### src/rtl/ace_mem_pkg.sv
// Shared types and constants for the two-port memory arbiter.
package ace_mem_pkg;

  localparam int unsigned ADDR_W              = 32;
  localparam int unsigned DATA_W              = 32;
  localparam int unsigned TIMEOUT_CYCLES_DFLT = 256;

  typedef enum logic [1:0] {
    ST_IDLE  = 2'd0,
    ST_ISSUE = 2'd1,
    ST_WAIT  = 2'd2,
    ST_RESP  = 2'd3
  } arb_state_t;

endpackage

### src/rtl/rr_arb2.sv
// Two-way round-robin arbiter; ptr is the port granted last, ties go to the other one.
module rr_arb2
  import ace_mem_pkg::*;
(
  input  logic [1:0] req,
  input  logic       ptr,
  output logic [1:0] grant
);

  always_comb begin
    grant    = '0;
    grant[0] = req[0] & (~req[1] | ptr);
    grant[1] = req[1] & (~req[0] | ~ptr);
  end

endmodule

### src/rtl/mem_arbiter.sv
// Two-port round-robin arbiter in front of an SRAM IO controller, one transaction at a time.
// Optional ack watchdog enabled by defining MEM_ARB_TIMEOUT_EN.
module mem_arbiter
  import ace_mem_pkg::*;
#(
  parameter int unsigned TIMEOUT_CYCLES = TIMEOUT_CYCLES_DFLT
) (
  input  logic              clk,
  input  logic              reset,
  input  logic              p0_read,
  input  logic              p0_write,
  input  logic [ADDR_W-1:0] p0_addr,
  input  logic [DATA_W-1:0] p0_write_data,
  output logic              p0_ack,
  output logic [DATA_W-1:0] p0_read_data,
  output logic              p0_err,
  input  logic              p1_read,
  input  logic              p1_write,
  input  logic [ADDR_W-1:0] p1_addr,
  input  logic [DATA_W-1:0] p1_write_data,
  output logic              p1_ack,
  output logic [DATA_W-1:0] p1_read_data,
  output logic              p1_err,
  output logic              mem_read,
  output logic              mem_write,
  output logic [ADDR_W-1:0] mem_addr,
  output logic [DATA_W-1:0] mem_write_data,
  input  logic              mem_ack,
  input  logic [DATA_W-1:0] mem_read_data
);

  arb_state_t        state;
  logic              last_grant;
  logic              win;
  logic              cmd_write;
  logic [1:0]        req;
  logic [1:0]        grant;
  logic              sel_write;
  logic [ADDR_W-1:0] sel_addr;
  logic [DATA_W-1:0] sel_wdata;

  assign req = {p1_read | p1_write, p0_read | p0_write};

  rr_arb2 u_rr_arb2 (
    .req   (req),
    .ptr   (last_grant),
    .grant (grant)
  );

  always_comb begin
    sel_write = p0_write;
    sel_addr  = p0_addr;
    sel_wdata = p0_write_data;
    if (grant[1]) begin
      sel_write = p1_write;
      sel_addr  = p1_addr;
      sel_wdata = p1_write_data;
    end
  end

`ifdef MEM_ARB_TIMEOUT_EN
  localparam int unsigned CNT_W = (TIMEOUT_CYCLES > 1) ? $clog2(TIMEOUT_CYCLES) : 1;
  logic             p0_err_q;
  logic             p1_err_q;
  logic [CNT_W-1:0] to_cnt;
  assign p0_err = p0_err_q;
  assign p1_err = p1_err_q;
`else
  logic unused_cfg;
  assign unused_cfg = (TIMEOUT_CYCLES != 0);
  assign p0_err = 1'b0;
  assign p1_err = 1'b0;
`endif

  always_ff @(posedge clk or negedge reset) begin
    if (!reset) begin
      state          <= ST_IDLE;
      last_grant     <= 1'b1;
      win            <= 1'b0;
      cmd_write      <= 1'b0;
      mem_read       <= 1'b0;
      mem_write      <= 1'b0;
      mem_addr       <= '0;
      mem_write_data <= '0;
      p0_ack         <= 1'b0;
      p1_ack         <= 1'b0;
      p0_read_data   <= '0;
      p1_read_data   <= '0;
`ifdef MEM_ARB_TIMEOUT_EN
      p0_err_q       <= 1'b0;
      p1_err_q       <= 1'b0;
      to_cnt         <= '0;
`endif
    end else begin
      case (state)
        ST_IDLE: begin
          if (|grant) begin
            win            <= grant[1];
            last_grant     <= grant[1];
            cmd_write      <= sel_write;
            mem_write      <= sel_write;
            mem_read       <= ~sel_write;
            mem_addr       <= sel_addr;
            mem_write_data <= sel_wdata;
            state          <= ST_ISSUE;
          end
        end
        ST_ISSUE: begin
          mem_read  <= 1'b0;
          mem_write <= 1'b0;
`ifdef MEM_ARB_TIMEOUT_EN
          to_cnt    <= '0;
`endif
          state     <= ST_WAIT;
        end
        ST_WAIT: begin
          // Address/data stay driven through the ack cycle and drop as RESP begins.
          if (mem_ack) begin
            if (win) begin
              p1_ack       <= 1'b1;
              p1_read_data <= cmd_write ? '0 : mem_read_data;
            end else begin
              p0_ack       <= 1'b1;
              p0_read_data <= cmd_write ? '0 : mem_read_data;
            end
            mem_addr       <= '0;
            mem_write_data <= '0;
            state          <= ST_RESP;
          end
`ifdef MEM_ARB_TIMEOUT_EN
          else if (to_cnt == CNT_W'(TIMEOUT_CYCLES - 1)) begin
            if (win) begin
              p1_ack   <= 1'b1;
              p1_err_q <= 1'b1;
            end else begin
              p0_ack   <= 1'b1;
              p0_err_q <= 1'b1;
            end
            mem_addr       <= '0;
            mem_write_data <= '0;
            state          <= ST_RESP;
          end else begin
            to_cnt <= to_cnt + 1'b1;
          end
`endif
        end
        ST_RESP: begin
          p0_ack       <= 1'b0;
          p1_ack       <= 1'b0;
          p0_read_data <= '0;
          p1_read_data <= '0;
`ifdef MEM_ARB_TIMEOUT_EN
          p0_err_q     <= 1'b0;
          p1_err_q     <= 1'b0;
`endif
          state        <= ST_IDLE;
        end
        default: state <= ST_IDLE;
      endcase
    end
  end

endmodule
### config.mk
export PLATFORM = sky130hd
export DESIGN_NAME = mem_arbiter
export DESIGN_NICKNAME = d
export VERILOG_FILES = /design/src/rtl/ace_mem_pkg.sv /design/src/rtl/rr_arb2.sv /design/src/rtl/mem_arbiter.sv
export SDC_FILE = /design/constraint.sdc
export NUM_CORES = 1
export LEC_CHECK = 0
export CORE_MARGIN = 2
export CORE_UTILIZATION = 43
export DETAILED_ROUTE_END_ITERATION = 7
export GPL_TIMING_DRIVEN = 0
export HOLD_SLACK_MARGIN = 0.08
export MAX_ROUTING_LAYER = met4
export PLACE_DENSITY = 0.81
export SETUP_SLACK_MARGIN = 0.05
export SYNTH_ARGS = -nofsm -noshare
export SYNTH_HDL_FRONTEND = slang
export SYNTH_SLANG_ARGS = --single-unit
### constraint.sdc
create_clock -name clk -period 2.97 [get_ports clk]
set_input_delay 0.594 -clock clk [delete_from_list [all_inputs] [get_ports clk]]
set_output_delay 0.594 -clock clk [all_outputs]
set_load 0.02 [all_outputs]
==> results.yml, run 1 <==
outcome:
  status: "finished clean"
critical_path:
  crit_buf_inv: 1
  required_ns: 2.38
  crit_chain: "clkdlybuf4s50_1"
  arrival_ns: 1.46
  max_stage_delay_ns: 0.63
  crit_family: "buffers and inverters"
  crit_type: "reg -> out"
  cp_slowest_cell: "clkdlybuf4s50_1"
  critPathLaunchType: "flop"
  crit_fanout: 2
  end_kind: "output pin"
place:
  io_buffers: 298
  dpl.hpwl_um: 14700
  place_area_um2: 9200
  gp_congestion: 0.818
timing:
  setup_viol: 0
  rsz0062_at_grt: "no"
  skew_ns: 0.00600
  fin_tns_setup_ns: 0
  final.min_clock_period_ns: 2.06
  drv_slew: 0
  slew_headroom_pct: 50.2
  finalCritPeriodShare_pct: 69.3
  whs_ns: 0.188
  fmaxAchievable_mhz: 486
  final-hold-violation-count: 0
  worst_slew_pin_slew_ns: 0.746
die:
  num_io_pins: 301
  core_area_um2: 13700
  num_rows: 43
  start_util_pct: 43.5
  dieHeight_um: 122
  die-width_um: 122
  dieArea_um2: 14800
clock_tree:
  cts_max_path_buffers: 2
  cts_tree: "yes"
  cts_inserted_buffers: 17
  htree_levels: 4
  clkLatencyLatePin_ns: 0.42
  ctsHoldBuffers: 0
  postCtsSetupBuffers: 0
  ctsResizeCount: 0
  cts_root_buf: "clkbuf_16"
  clk_pin_slew_ns: 0.06
  cts.sinks: 137
yosys:
  yosys_warnings: 0
  synth_seq_cells: 137
  async_flop_share_pct: 100
  netlist_area_um2: 5960
  synth_edf_count: 0
  yosysUniqueCellTypes: 33
  syn_inst: 510
  synthTopCellsByArea: "dfrtp_1 57%, mux2i_1 11%, o2bb2ai_1 9.4%"
  synth_top_cell_by_area: "dfrtp_1"
  ys_seq_area_share_pct: 57.5
  synth_commonest_cells: "136 x dfrtp_1, 101 x nand2_1, 64 x mux2i_1, 64 x o2bb2ai_1, 54 x o21ai_0"
  synth.top_cell.area_share_pct: 57.1
  synth-main-ff-cell: "dfrtp_1"
  synth_most_common_cell: "dfrtp_1"
  syn_avg_cell_area_um2: 11.7
cells_and_area:
  drive_gt1_share_pct: 8.80
  final_util_pct: 71.4
  postLayoutCellArea_um2: 9800
  diodes: 0
  final_nets: 1000
  area_growth_pct: 64.3
route:
  wl_um: 19500
  avgViaCountPerCell: 5.24
  wl_per_cell_um: 19.1
  drtIter0Drc: 229
  first_pass_iters: 5
  vias: 5351
  route.detailed.drc: 0
  detail-route-antenna-nets: 0
pwr:
  leakagePower_nw: 4.27
  power_density_nw_per_um2: 1050
  peakVddDrop_uv: 521
global_routing:
  grt_usage_pct: 27.5
  grt_pass1_wl_um: 29700
  gr-total-overflow: 0
  grt_max_degree: 81
  grt_pass1_vias: 5616
  antenna_found_initial: 0
flow_run:
  maxCapViolations: 0
hold_path:
  hold_path_class: "in -> async"
[where the power goes]
group	switching (mW)	internal, mW	leakage, nW
clock network	0.785	1.33	0.289
logic	2.89	2.32	2.20
registers	0.387	2.57	1.78
[state kept, by name, indices dropped and copies added (netlist names), 2 cells and up]
signal / flops
mem_write_data: 32
mem_addr: 32
p0_read_data: 32
state: 2
p1_read_data: 32
[layer usage]
metal / track usage [%] / vias to the layer above / part of all wire, %
li1: - / 2454 / -
met1: 31.8 / 2649 / 39
met2: 45.1 / 198 / 52
met3: 6.51 / 50 / 4.8
met4: 13.2 / 0 / 3.7
met5: - / - / 0
[path summary, 6_finish.rpt]
check / startpoint / endpoint / slack (ns) / cells past startpoint
worst max-delay path: mem_write_data[16]$_DFFE_PN0P_ / mem_write_data[16] / 0.91 / 1
worst min-delay path: reset / p0_read_data[18]$_DFFE_PN0P_ / 0.19 / 1
worst max register to register: state[0]$_DFFE_PN0P_ / p1_read_data[4]$_DFFE_PN0P_ / 1.02 / 8
worst min register to register: p0_read_data[11]$_DFFE_PN0P_ / p0_read_data[11]$_DFFE_PN0P_ / 0.48 / 2
max in group asynchronous: reset / mem_addr[10]$_DFFE_PN0P_ / 2.06 / 2
min in group clk: p0_read_data[11]$_DFFE_PN0P_ / p0_read_data[11]$_DFFE_PN0P_ / 0.48 / 2
[cell type report]
type                    count  area [um^2]
clock inverters            12          151
flip-flops and latches    137         3430
inverters                   7         26.3
well taps                 180          225
multi-input cells         327         2190
plain buffers              40          323
repair buffers            299         3010
fillers                   980         3920
clock buffers              19          443
[cell families after synthesis]
group | synth area share (%)
simple gates | 7.81
mux | 11.1
compound gates | 16.8
buf+inv | 5.86
other cells | 0.0629
fa+ha+maj | 0.839
flops | 57.5
[layout by cell type, fill, tap and decap left out, types with 3 or more instances in the layout]
| master | count |
|---|---|
| o21ai_1 | 14 |
| bufinv_16 | 3 |
| mux2i_1 | 64 |
| dfrtp_1 | 136 |
| clkinv_4 | 3 |
| a31oi_1 | 4 |
| clkbuf_1 | 8 |
| ha_1 | 4 |
| clkbuf_16 | 17 |
| buf_4 | 3 |
| buf_8 | 4 |
| buf_6 | 14 |
| clkdlybuf4s50_1 | 297 |
| buf_2 | 12 |
| inv_1 | 7 |
| clkinv_2 | 4 |
| nand2_1 | 101 |
| o21ai_0 | 54 |
| o2bb2ai_1 | 64 |
[stage by stage]
step	total power [mW]	setup slack (ns)	cells
finish	10.3	0.912	1021
global placement	7.97	-3.86	989
CTS	10.3	0.888	1021
global route	10.9	0.855	1021
floorplan	5.86	1.26	511
detailed placement	8.17	0.588	990
No activity file was read; power rests on OpenSTA's default activity.
==> inputs of run 2 (changes only) <==
- CORE_UTILIZATION: 43 -> 36
- PLACE_DENSITY: 0.81 -> 0.72
- clock period: 2.97 -> 1.79 ns (I/O delays scaled with it)
==> results.yml, run 2 (synthesis results as in run 1) <==
critical_path:
  crit_fanout: 10
  crit_type: "reg -> reg"
  reg2reg_from: "state[1]$_DFFE_PN0P_"
  required_ns: 2.12
  critPathLaunchType: "flop"
  crit_family: "buffers and inverters"
  reg2regPathDepth: 8
  rr_endpoint: "p1_read_data[17]$_DFFE_PN0P_"
  crit_chain: "buf_4, ha_4, buf_4, a31oi_2, buf_4, buf_4, nand2_1, o21ai_0"
  cp_slowest_cell: "dfrtp_1"
  rrSetupSlack_ns: 0.08
  max_stage_delay_ns: 0.41
  setup.worst_path.start: "state[1]$_DFFE_PN0P_"
  end_kind: "flop"
  crit_buf_inv: 4
  crit_top_cell: "buf_4"
  arrival_ns: 2.04
clock_tree:
  clkLatencyLatePin_ns: 0.42
  cts_root_buf: "clkbuf_16"
  cts.sinks: 137
  cts_tree: "yes"
  htree_levels: 4
  cts_max_path_buffers: 2
  clk_pin_slew_ns: 0.06
  cts_inserted_buffers: 17
global_routing:
  antenna_found_initial: 0
  grtUsageMet2_pct: 38.7
  gr-total-overflow: 0
  grt_usage_pct: 23.4
  grt_use_met3_pct: 5.02
  grt_pass1_vias: 5531
  use_met1_pct: 28.3
  grt_pass1_wl_um: 31000
  grt_max_degree: 80
  grt.busiest_layer: "met2"
pwr:
  p_seq_share_pct: 28.4
  power_density_nw_per_um2: 1720
  combinationalPowerShare_pct: 49.5
  p_int_mw: 10.2
  leakagePower_nw: 4.91
  peakVddDrop_uv: 729
  sw_frac_of_total_pct: 40.2
  clockPowerShare_pct: 22.1
  power_switching_mw: 6.88
die:
  num_io_pins: 301
  dieArea_um2: 17600
  die-width_um: 133
  dieHeight_um: 133
  start_util_pct: 36.3
  num_rows: 47
  core_area_um2: 16400
route:
  wl_um: 19800
  vias: 5342
  route.detailed.drc: 0
  wl_per_cell_um: 18.4
  drtIter0Drc: 237
  detail-route-antenna-nets: 0
  avgViaCountPerCell: 4.96
  first_pass_iters: 5
timing:
  fin_tns_setup_ns: 0
  finalCritPeriodShare_pct: 95.3
  slew_headroom_pct: 50.2
  final-hold-violation-count: 0
  final.min_clock_period_ns: 1.71
  rsz0062_at_grt: "yes"
  worst_slew_pin_slew_ns: 0.746
  drv_slew: 0
  setup_viol: 0
  fmaxAchievable_mhz: 586
  skew_ns: 0.00697
place:
  place_area_um2: 9250
  io_buffers: 298
  dpl.hpwl_um: 14800
  gp_congestion: 0.905
cells_and_area:
  final_nets: 1014
  area_growth_pct: 67.2
  final_common_cell: "clkdlybuf4s50_1"
  postLayoutCellArea_um2: 9970
  mostFrequentLayoutCells: "163 x clkdlybuf4s50_1, 136 x dfrtp_1, 128 x dlygate4sd2_1"
  drive_gt1_share_pct: 12.1
  diodes: 0
flow_run:
  maxCapViolations: 0
hold_path:
  hold_path_class: "reg -> reg"
  min_from: "p0_read_data[0]$_DFFE_PN0P_"
  hold_depth: 2
  hold_path_end: "p0_read_data[0]$_DFFE_PN0P_"
outcome:
  status: "finished clean"
## run 2: tightest hold or removal path, stage by stage, from the launching register on
cell     delay [ns]
dfrtp_1        0.33
nand2_1        0.05
o21ai_0        0.06
## run 2: cell type report
| cell class | instances | area (um^2) |
|---|---|---|
| Clock buffer | 21 | 470 |
| Buffer | 40 | 369 |
| Fill cell | 1364 | 6440 |
| Tap cell | 220 | 275 |
| Timing Repair Buffer | 312 | 2970 |
| Inverter | 7 | 26.3 |
| Multi-Input combinational cell | 328 | 2260 |
| Sequential cell | 137 | 3430 |
| Clock inverter | 11 | 168 |
## run 2: worst max path at each step
stage,cells after the start,slack (ns),end
detailed placement,7,-0.45,mem_write_data[20]$_DFFE_PN0P_
finish,8,0.08,p1_read_data[17]$_DFFE_PN0P_
global placement,1,-4.90,mem_addr[0]$_DFFE_PN0P_
global route,7,0.04,mem_write_data[21]$_DFFE_PN0P_
floorplan,7,0.18,mem_addr[0]$_DFFE_PN0P_
CTS,7,0.03,p0_read_data[13]$_DFFE_PN0P_
## run 2: timing repair
item / in CTS / in global routing
setup buffers: 5 / 4
gates cloned: 2 / 2
resized for setup: 152 / 20
pin swaps: 1 / 2
hold endpoints to repair: 77 / 0
hold buffers: 1 / 0
setup endpoints to repair: 254 / 133
## run 2: metal layers
metal  share of wire, %  routed length (um)  vias to the layer above
met1                 42                8310                     2655
met3                4.3                 845                       32
met2                 51               10200                      173
li1                   -                   -                     2482
met5                  0                   0                        -
met4                2.5                 486                        0
## run 2: power groups by stage
stage,Combinational [mW],Sequential (mW),Clock (mW)
floorplan,3.61,6.11,0
global placement,8.42,4.88,0
detailed placement,8.63,4.93,0
CTS,8.34,4.86,3.85
global route,9.14,4.99,4.00
finish,8.47,4.87,3.78
## run 2: stage by stage
| step | setup slack [ns] | instances | power, mW | hold WS, ns | utilization, % |
|---|---|---|---|---|---|
| after floorplan | 0.183 | 511 | 9.72 | 0.0624 | - |
| after global placement | -4.90 | 1029 | 13.3 | 0.465 | 56.2 |
| after detailed placement | -0.454 | 1030 | 13.6 | 0.453 | 56.4 |
| after CTS | 0.0253 | 1070 | 17.0 | 0.477 | 60.1 |
| after global routing | 0.0352 | 1076 | 18.1 | 0.498 | 60.7 |
| final | 0.0847 | 1076 | 17.1 | 0.470 | 60.7 |
